===== config.mk =====
export PLATFORM = sky130hd
export DESIGN_NAME = time_tag_reader
export DESIGN_NICKNAME = d
export VERILOG_FILES = /design/src/rtl/tt_pkg.sv /design/src/rtl/tt_fifo_mem.sv /design/src/rtl/time_tag_reader.sv
export SDC_FILE = /design/constraint.sdc
export NUM_CORES = 1
export LEC_CHECK = 0
export CAP_MARGIN = 30
export CORE_ASPECT_RATIO = 1.75
export CORE_MARGIN = 2
export CORE_UTILIZATION = 51
export DETAILED_ROUTE_END_ITERATION = 8
export PLACE_DENSITY = 0.69
export SYNTH_ARGS = -nofsm -noshare
export SYNTH_HDL_FRONTEND = slang
export SYNTH_SLANG_ARGS = --single-unit

===== constraint.sdc =====
create_clock -name clk -period 9.3 [get_ports clk]
set_input_delay 2.325 -clock clk [delete_from_list [all_inputs] [get_ports clk]]
set_output_delay 2.325 -clock clk [all_outputs]
set_load 0.02 [all_outputs]

===== src/rtl/tt_pkg.sv =====
// Shared constants and output-stage state encoding for the time-tag read path.
// No logic lives here; it only types the parameters and FSM states used by
// the FIFO memory and the reader top level.
package tt_pkg;

  localparam int TT_DATA_W          = 32;
  localparam int TT_FIFO_DEPTH_LOG2 = 4;
  localparam int TT_DROP_CNT_W      = 16;

  // Output register FSM encodings
  localparam logic [1:0] OUT_EMPTY = 2'd0;
  localparam logic [1:0] OUT_FETCH = 2'd1;
  localparam logic [1:0] OUT_FULL  = 2'd2;

  typedef enum logic [1:0] {
    ST_EMPTY = OUT_EMPTY,
    ST_FETCH = OUT_FETCH,
    ST_FULL  = OUT_FULL
  } out_state_t;

  // True when the output stage presents a tag (either straight from the RAM
  // read register or from the held output register).
  function automatic logic holds_tag(input out_state_t s);
    return (s == ST_FETCH) || (s == ST_FULL);
  endfunction

endpackage


===== src/rtl/tt_fifo_mem.sv =====
// Simple dual-port tag RAM with a registered read port.
// Latency: rd_data valid one cycle after rd_en; a same-address write returns old data.
// Backpressure: none; the caller guarantees address and enable legality.
module tt_fifo_mem
  import tt_pkg::*;
#(
  parameter int DATA_W = TT_DATA_W,
  parameter int ADDR_W = TT_FIFO_DEPTH_LOG2
) (
  input  logic              clk,
  input  logic              wr_en,
  input  logic [ADDR_W-1:0] wr_addr,
  input  logic [DATA_W-1:0] wr_data,
  input  logic              rd_en,
  input  logic [ADDR_W-1:0] rd_addr,
  output logic [DATA_W-1:0] rd_data
);

  logic [DATA_W-1:0] mem [2**ADDR_W];

  // Storage has no reset; read is registered and sees pre-write contents
  always_ff @(posedge clk) begin
    if (wr_en) begin
      mem[wr_addr] <= wr_data;
    end
    if (rd_en) begin
      rd_data <= mem[rd_addr];
    end
  end

endmodule


===== src/rtl/time_tag_reader.sv =====
// Buffers captured time tags in a RAM FIFO plus an output register for a valid/ready reader.
// Latency: a strobe into an empty block shows rd_valid two cycles later; 1 tag/cycle streaming.
// Backpressure: rd_ready low holds rd_data; when full, further strobes are dropped and counted.
module time_tag_reader
  import tt_pkg::*;
#(
  parameter int DATA_W     = TT_DATA_W,
  parameter int DEPTH_LOG2 = TT_FIFO_DEPTH_LOG2,
  parameter int CNT_W      = TT_DROP_CNT_W
) (
  input  logic                  clk,
  input  logic                  reset,
  input  logic                  cap_strobe,
  input  logic [DATA_W-1:0]     cap_data,
  input  logic                  flush,
  output logic [DATA_W-1:0]     rd_data,
  output logic                  rd_valid,
  input  logic                  rd_ready,
  output logic [DEPTH_LOG2:0]   level,
  output logic                  ovf_sticky,
  output logic [CNT_W-1:0]      drop_count,
  input  logic                  ovf_clr
);

  localparam int                  DEPTH     = 2**DEPTH_LOG2;
  localparam logic [DEPTH_LOG2:0] MEM_DEPTH = (DEPTH_LOG2+1)'(DEPTH);
  localparam logic [DEPTH_LOG2-1:0] PTR_ONE = DEPTH_LOG2'(1);
  localparam logic [CNT_W-1:0]    CNT_MAX   = {CNT_W{1'b1}};
  localparam logic [CNT_W-1:0]    CNT_ONE   = CNT_W'(1);

  logic [DEPTH_LOG2-1:0] wr_ptr;
  logic [DEPTH_LOG2-1:0] rd_ptr;
  logic [DEPTH_LOG2:0]   mem_count;
  logic [DEPTH_LOG2:0]   mem_count_nxt;
  logic [DEPTH_LOG2:0]   level_nxt;
  out_state_t            state;
  out_state_t            state_nxt;
  logic [DATA_W-1:0]     mem_q;
  logic [DATA_W-1:0]     out_reg;
  logic                  pop;
  logic                  rd_issue;
  logic                  load_out;
  logic                  push_ok;
  logic                  drop;

  tt_fifo_mem #(
    .DATA_W (DATA_W),
    .ADDR_W (DEPTH_LOG2)
  ) u_mem (
    .clk     (clk),
    .wr_en   (push_ok),
    .wr_addr (wr_ptr),
    .wr_data (cap_data),
    .rd_en   (rd_issue),
    .rd_addr (rd_ptr),
    .rd_data (mem_q)
  );

  // In FETCH the freshly read RAM word is presented directly so the tag is
  // visible the cycle it arrives; FULL presents the held copy.
  assign rd_valid = holds_tag(state);
  assign rd_data  = (state == ST_FETCH) ? mem_q : out_reg;
  assign pop      = rd_valid && rd_ready;

  // Output FSM next state, RAM read issue, push acceptance and drop detection
  always_comb begin
    state_nxt     = state;
    rd_issue      = 1'b0;
    load_out      = 1'b0;
    push_ok       = 1'b0;
    drop          = 1'b0;
    mem_count_nxt = mem_count;
    level_nxt     = level;

    if (flush) begin
      state_nxt = ST_EMPTY;
    end else begin
      case (state)
        ST_EMPTY: begin
          if (mem_count != '0) begin
            rd_issue  = 1'b1;
            state_nxt = ST_FETCH;
          end
        end
        ST_FETCH: begin
          // Popped in FETCH: refetch immediately to keep 1 tag/cycle
          if (pop) begin
            if (mem_count != '0) begin
              rd_issue = 1'b1;
            end else begin
              state_nxt = ST_EMPTY;
            end
          end else begin
            load_out  = 1'b1;
            state_nxt = ST_FULL;
          end
        end
        ST_FULL: begin
          if (pop) begin
            if (mem_count != '0) begin
              rd_issue  = 1'b1;
              state_nxt = ST_FETCH;
            end else begin
              state_nxt = ST_EMPTY;
            end
          end
        end
        default: state_nxt = ST_EMPTY;
      endcase
    end

    // A full RAM can still take a tag when a word is being read out this cycle
    push_ok = cap_strobe && !flush && ((mem_count < MEM_DEPTH) || rd_issue);
    drop    = cap_strobe && !flush && !push_ok;

    if (flush) begin
      mem_count_nxt = '0;
    end else begin
      mem_count_nxt = mem_count + (DEPTH_LOG2+1)'(push_ok) - (DEPTH_LOG2+1)'(rd_issue);
    end
    level_nxt = mem_count_nxt + (DEPTH_LOG2+1)'(holds_tag(state_nxt));
  end

  // Pointers, occupancy, FSM state and registered level
  always_ff @(posedge clk or posedge reset) begin
    if (reset) begin
      wr_ptr    <= '0;
      rd_ptr    <= '0;
      mem_count <= '0;
      level     <= '0;
      state     <= ST_EMPTY;
    end else begin
      state     <= state_nxt;
      mem_count <= mem_count_nxt;
      level     <= level_nxt;
      if (flush) begin
        wr_ptr <= '0;
        rd_ptr <= '0;
      end else begin
        if (push_ok) begin
          wr_ptr <= wr_ptr + PTR_ONE;
        end
        if (rd_issue) begin
          rd_ptr <= rd_ptr + PTR_ONE;
        end
      end
    end
  end

  // Capture the RAM word when the consumer stalls on a fetched tag
  always_ff @(posedge clk or posedge reset) begin
    if (reset) begin
      out_reg <= '0;
    end else if (load_out) begin
      out_reg <= mem_q;
    end
  end

  // Overflow tracking: clear beats a simultaneous drop; count saturates
  always_ff @(posedge clk or posedge reset) begin
    if (reset) begin
      ovf_sticky <= 1'b0;
      drop_count <= '0;
    end else if (ovf_clr) begin
      ovf_sticky <= 1'b0;
      drop_count <= '0;
    end else if (drop) begin
      ovf_sticky <= 1'b1;
      if (drop_count != CNT_MAX) begin
        drop_count <= drop_count + CNT_ONE;
      end
    end
  end

endmodule


==> impl_metrics.env, run 1 <==
export IMPL_status="complete, no violations"
export IMPL_yosysSeqAreaShare_pct=75.39
export IMPL_grt_max_degree=97
export IMPL_async_reset_ff_share_pct=11.26
export IMPL_critPathArrivalTime_ns=5.63
export IMPL_routed_wl_mm=47.39
export IMPL_timing_final_ws_setup_ns=4.124
export IMPL_synth_edff_count=544
export IMPL_firstDrtPassIters=5
export IMPL_syn_mean_instance_area_um2=22.10
export IMPL_grt_pass1_wl_mm=71.79
export IMPL_fillers=3280
export IMPL_initial_utilization_pct=51.37
export IMPL_place_detailed_hpwl_mm=25.36
export IMPL_max_cap_viol_count=0
export IMPL_hold_buffers=0
export IMPL_power_density_nw_per_um2=263.4
export IMPL_cp_start_kind="primary input"
export IMPL_final_hold_violation_count=0
export IMPL_synthFlopType="edfxtp_1"
export IMPL_cts_tree="yes"
export IMPL_hold_path_class="flop to flop"
export IMPL_register_area_um2=18070
export IMPL_finalMaxSlewViolations=0
export IMPL_ios=93
export IMPL_vias_per_cell=5.982
export IMPL_grt_pass1_vias=11620
export IMPL_crit_path_max_fanout=33
export IMPL_fin_crit_sh_pct=55.65
export IMPL_area_delta_synth_final_pct=14.95
export IMPL_cts_sinks=613
export IMPL_die_area_um2=48800
export IMPL_postCtsResizedCells=0
export IMPL_syn_nets=1141
export IMPL_final_nets=1264
export IMPL_antenna_found_initial=3
export IMPL_drc=0
export IMPL_num_vias=11000
export IMPL_finalCriticalPeriod_ns=5.176
export IMPL_numCtsBuffers=53
export IMPL_die_y_um=290.7
export IMPL_syn_cell_area_um2=23960
export IMPL_core_area_um2=46640
export IMPL_chipWidth_um=167.8
export IMPL_grt_usage_pct=19.91
export IMPL_drtAntennaViolNets=0
export IMPL_h_tree_depth=2
export IMPL_synthDistinctLibCells=49
export IMPL_stdcell_count=1839
export IMPL_post_place_ws_ns=3.509
export IMPL_crit_family="buffers and inverters"
export IMPL_finalWeightedCongestion=0.7511
export IMPL_first_iter_violations=828
export IMPL_critical_path_slowest_cell="buf_4"
export IMPL_placedCellCount=1740
export IMPL_ys_ff_latch=613
export IMPL_syn_inst=1084
export IMPL_largest_reg_flops=512
export IMPL_required_ns=9.75
export IMPL_crit_chain="clkdlybuf4s50_1 > buf_4 > nor4_2 > buf_4 > ha_1 > inv_1 > ha_1 > inv_1 > fa_1 > nor2b_1 > nor3_1 > nand3_1 > xnor2_1"
export IMPL_criticalPathCategory="primary input to flop"
export IMPL_skew_ns=0.02501
export IMPL_wire_per_inst_um=25.77
export IMPL_setup_tns_ns=0
export IMPL_layout_common_cells="544 x edfxtp_1, 160 x mux4_2, 92 x clkdlybuf4s50_1, 65 x mux2_2, 65 x dfrtp_1"
export IMPL_clk_pin_slew_worst_paths_ns=0.07
export IMPL_synth_warnings=0
export IMPL_ir_drop_mv=0.1721
export IMPL_max_stage_delay_ns=0.56
export IMPL_multiInputGateArea_um2=5622
export IMPL_fmax_mhz=193.2
export IMPL_final_layout_size_suffix_gt1_share_pct=29.44
export IMPL_relSlewSlack_pct=36.29
export IMPL_grt_setup_unrepaired="no"
export IMPL_path_buf_inv=5
export IMPL_tightest_slew_ns=0.9556
export IMPL_num_rows=105
export IMPL_clk_latency_ns=0.59
export IMPL_p_leak_nw=8.769
export IMPL_layout_commonest_cell="edfxtp_1"
export IMPL_io_buffer_count=92
export IMPL_overflow=0
export IMPL_cts_buffer_depth=3
export IMPL_end_kind="flop"
export IMPL_clockRootBuffer="clkbuf_16"
export IMPL_setup_viol=0
export IMPL_cts_setup_buffers=0
==> area by class of cell <==
cell class                 instances  area share [%]
sequential                       613           65.62
multi-input combinational        400           20.41
clock buffer                      60           4.984
timing repair buffer             120           4.498
tap                              588           2.671
clock inverter                    38           1.540
inverter                          19          0.2635
antenna                            1        0.009086
==> worst register-to-register path: cells and delay by family (launching register included) <==
kind            cells  cell delay, ns
fa+ha+maj           4            1.15
simple gates        5            1.00
buf+inv             5            0.63
flops               1            0.43
compound gates      1            0.24
xor+xnor            1            0.15
==> cells by family after synthesis <==
family | synth area share (%)
adder cells (fa/ha/maj) | 1.024
buffers and inverters | 1.478
AND/OR/NAND/NOR | 2.538
AO/OA/AOI/OAI | 0.6685
multiplexers | 18.14
XOR/XNOR | 0.7676
flip-flops | 75.39
==> stage by stage <==
stage / hold WS (ns) / total power, mW / cell area, um2 / util [%]
after floorplan: 0.4754 / 4.544 / 23960 / -
after global placement: 0.4808 / 5.035 / 25590 / 54.88
after detailed placement: 0.4909 / 5.081 / 25740 / 55.19
after CTS: 0.4991 / 7.343 / 27540 / 59.04
after global routing: 0.5163 / 7.544 / 27540 / 59.05
final: 0.5013 / 7.255 / 27540 / 59.05
==> worst paths after layout <==
check	from	end	slack, ns	cells after the start
setup reg to reg	state[0]$_DFF_PP0_	level[4]$_DFF_PP0_	5.56	16
max in group asynchronous	reset	rd_ptr[0]$_DFFE_PP0P_	6.14	3
setup / recovery	flush	level[4]$_DFF_PP0_	4.12	13
hold / removal	u_mem.rd_data[11]$_DFFE_PP_	out_reg[11]$_DFFE_PP0P_	0.50	1
hold reg to reg	u_mem.rd_data[11]$_DFFE_PP_	out_reg[11]$_DFFE_PP0P_	0.50	1
min in group asynchronous	reset	out_reg[17]$_DFFE_PP0P_	2.01	2
==> where the power goes <==
| group | switching, mW | internal (mW) |
|---|---|---|
| clock network | 0.972 | 1.29 |
| registers | 0.149 | 3.23 |
| logic | 0.753 | 0.855 |
| total | 1.87 | 5.38 |
==> synthesized netlist by cell type (2+ instances only) <==
master / number / area [um2]
nor3_1: 23 / 115.1
buf_6: 11 / 123.9
and3_1: 2 / 12.51
nand2_1: 15 / 56.30
nor4_1: 5 / 31.28
nor2_1: 24 / 90.09
nor2b_1: 4 / 25.02
buf_2: 3 / 15.01
nand4_1: 4 / 25.02
ha_1: 18 / 225.2
nand3_1: 9 / 45.04
xnor2_1: 17 / 148.9
xor2_1: 4 / 35.03
buf_1: 12 / 45.04
nor4b_1: 5 / 43.79
mux2_2: 65 / 732.0
o21ai_0: 3 / 15.01
clkbuf_1: 25 / 93.84
inv_1: 19 / 71.32
a21oi_1: 7 / 35.03
and4_1: 2 / 17.52
nor3b_1: 5 / 37.54
dfrtp_1: 69 / 1727
edfxtp_1: 544 / 16340
mux4_2: 160 / 3603
and2_1: 6 / 37.54
==> metal layers <==
layer / part of all wire [%] / track usage [%]
met1: 39 / 25.35
met2: 53 / 35.51
met3: 4.7 / 2.860
met5: 0.049 / 0
met4: 2.5 / 6.045
No activity file was read; power rests on OpenSTA's default activity.
==> run 2: changes to the inputs <==
- PLACE_DENSITY: 0.69 -> 0.71
- clock period: 9.3 -> 4.75 ns (I/O delays scaled with it)
==> impl_metrics.env, run 2 (same netlist as run 1, synthesis figures left out) <==
export IMPL_status="complete, no violations"
export IMPL_ir_drop_mv=0.2670
export IMPL_antenna_found_initial=1
export IMPL_numCtsBuffers=52
export IMPL_routed_wl_mm=46.96
export IMPL_layout_commonest_cell="edfxtp_1"
export IMPL_cts_setup_buffers=0
export IMPL_worstHoldEndpoint="out_reg[23]$_DFFE_PP0P_"
export IMPL_timing_final_ws_setup_ns=0.9620
export IMPL_r2r_end="level[4]$_DFF_PP0_"
export IMPL_postCtsResizedCells=0
export IMPL_drc=0
export IMPL_grt_max_degree=60
export IMPL_drtAntennaViolNets=0
export IMPL_layout_common_cells="544 x edfxtp_1, 160 x mux4_2, 92 x clkdlybuf4s50_1, 65 x mux2_2, 65 x dfrtp_1"
export IMPL_final_layout_size_suffix_gt1_share_pct=28.73
export IMPL_cts_sinks=613
export IMPL_placedCellCount=1747
export IMPL_power_density_nw_per_um2=504.1
export IMPL_crit_path_max_fanout=21
export IMPL_final_hold_violation_count=0
export IMPL_worstHoldStart="out_reg[23]$_DFFE_PP0P_"
export IMPL_fmax_mhz=264.0
export IMPL_finalMaxSlewViolations=0
export IMPL_path_buf_inv=3
export IMPL_relSlewSlack_pct=44.32
export IMPL_vias_per_cell=5.952
export IMPL_final_nets=1271
export IMPL_setup_tns_ns=0
export IMPL_diodes=0
export IMPL_finalWeightedCongestion=0.7913
export IMPL_finalCriticalPeriod_ns=3.788
export IMPL_tightest_slew_ns=0.8352
export IMPL_r2r_slack_ns=1.23
export IMPL_num_rows=105
export IMPL_h_tree_depth=2
export IMPL_setup_viol=0
export IMPL_worstHoldPathCells=1
export IMPL_grt_pass1_wl_mm=71.79
export IMPL_stdcell_count=1841
export IMPL_overflow=0
export IMPL_die_area_um2=48800
export IMPL_ios=93
export IMPL_area_delta_synth_final_pct=14.35
export IMPL_grt_pass1_vias=11730
export IMPL_end_kind="output pin"
export IMPL_cts_tree="yes"
export IMPL_grt_setup_unrepaired="no"
export IMPL_hold_slack_ns=0.5026
export IMPL_core_area_um2=46640
export IMPL_hold_buffers=0
export IMPL_fin_crit_sh_pct=79.75
export IMPL_firstDrtPassIters=7
export IMPL_initial_utilization_pct=51.37
export IMPL_post_place_ws_ns=0.4671
export IMPL_design_power_total_mw=13.81
export IMPL_max_cap_viol_count=0
export IMPL_die_y_um=290.7
export IMPL_p_leak_nw=8.705
export IMPL_clk_latency_ns=0.58
export IMPL_io_buffer_count=92
export IMPL_place_detailed_hpwl_mm=26.91
export IMPL_wire_per_inst_um=25.51
export IMPL_criticalPathCategory="flop to output pin"
export IMPL_largest_reg_flops=512
export IMPL_crit_chain="inv_1 > ha_2 > buf_4 > mux2_2 > clkdlybuf4s50_1"
export IMPL_hold_path_class="flop to flop"
export IMPL_num_vias=10960
export IMPL_critical_path_slowest_cell="clkdlybuf4s50_1"
export IMPL_r2r_cells=15
export IMPL_dpl_cell_area_um2=25790
export IMPL_critPathArrivalTime_ns=2.60
export IMPL_startpoint="state[1]$_DFF_PP0_"
export IMPL_chipWidth_um=167.8
export IMPL_crit_family="buffers and inverters"
export IMPL_clk_pin_slew_worst_paths_ns=0.06
export IMPL_final_cell_area_um2=27400
export IMPL_max_stage_delay_ns=0.55
export IMPL_skew_ns=0.01181
export IMPL_first_iter_violations=794
export IMPL_cts_buffer_depth=3
export IMPL_grt_usage_pct=19.75
export IMPL_clockRootBuffer="clkbuf_16"
export IMPL_r2r_start="state[0]$_DFF_PP0_"
export IMPL_required_ns=3.56
export IMPL_cp_start_kind="flop"
export IMPL_post_route_util_pct=58.74
==> run 2: changes by cell type in the layout (fill, tap and decap cells not counted), moves of 3 or more <==
cell	before	now
clkbuf_1	5	13
clkinv_4	6	0
clkinv_2	14	10
bufinv_16	8	1
clkinv_1	5	8
buf_4	20	28
==> run 2: worst max-delay path by stage <==
| stage | endpoint | cells after the start |
|---|---|---|
| after CTS | rd_data[13] | 5 |
| final | rd_data[11] | 5 |
| after global routing | level[4]$_DFF_PP0_ | 14 |
| after detailed placement | level[4]$_DFF_PP0_ | 14 |
| after floorplan | u_mem.mem[2][0]$_DFFE_PP_ | 4 |
| after global placement | level[4]$_DFF_PP0_ | 14 |
==> run 2: power by group <==
part / switching [mW] / leakage, nW / internal, mW
registers: 0.265 / 5.79 / 6.33
clock network: 1.83 / 0.773 / 2.17
logic: 1.52 / 2.15 / 1.69
total: 3.62 / 8.71 / 10.2
==> run 2: worst reg2reg max path, cell delays in order, from the launching register on <==
cell	delay, ns
dfrtp_1	0.44
inv_1	0.10
ha_1	0.35
and2_1	0.21
o311ai_2	0.27
nor2_1	0.11
inv_1	0.16
ha_1	0.25
inv_1	0.06
ha_1	0.15
inv_1	0.07
fa_1	0.41
nor2b_1	0.15
nor3_1	0.39
nand3_1	0.16
xnor2_1	0.14
==> run 2: per-layer routing <==
layer  track usage, %  share of wire [%]  routed length (um)  up-vias
li1                 -                  -                   -     4732
met1            24.11                 38               17770     5819
met2            36.22                 55               25890      328
met3            2.533                4.3                2012       76
met4            6.575                2.7                1283        2
met5                0              0.026                  12        -
==> run 2: area by class of cell <==
class / instances / area, um2
multi-input cells: 400 / 5639
inverters: 19 / 72.57
repair buffers: 128 / 1291
clock buffers: 69 / 1428
flip-flops and latches: 613 / 18070
well taps: 588 / 735.7
clock inverters: 24 / 158.9
fillers: 3233 / 19240
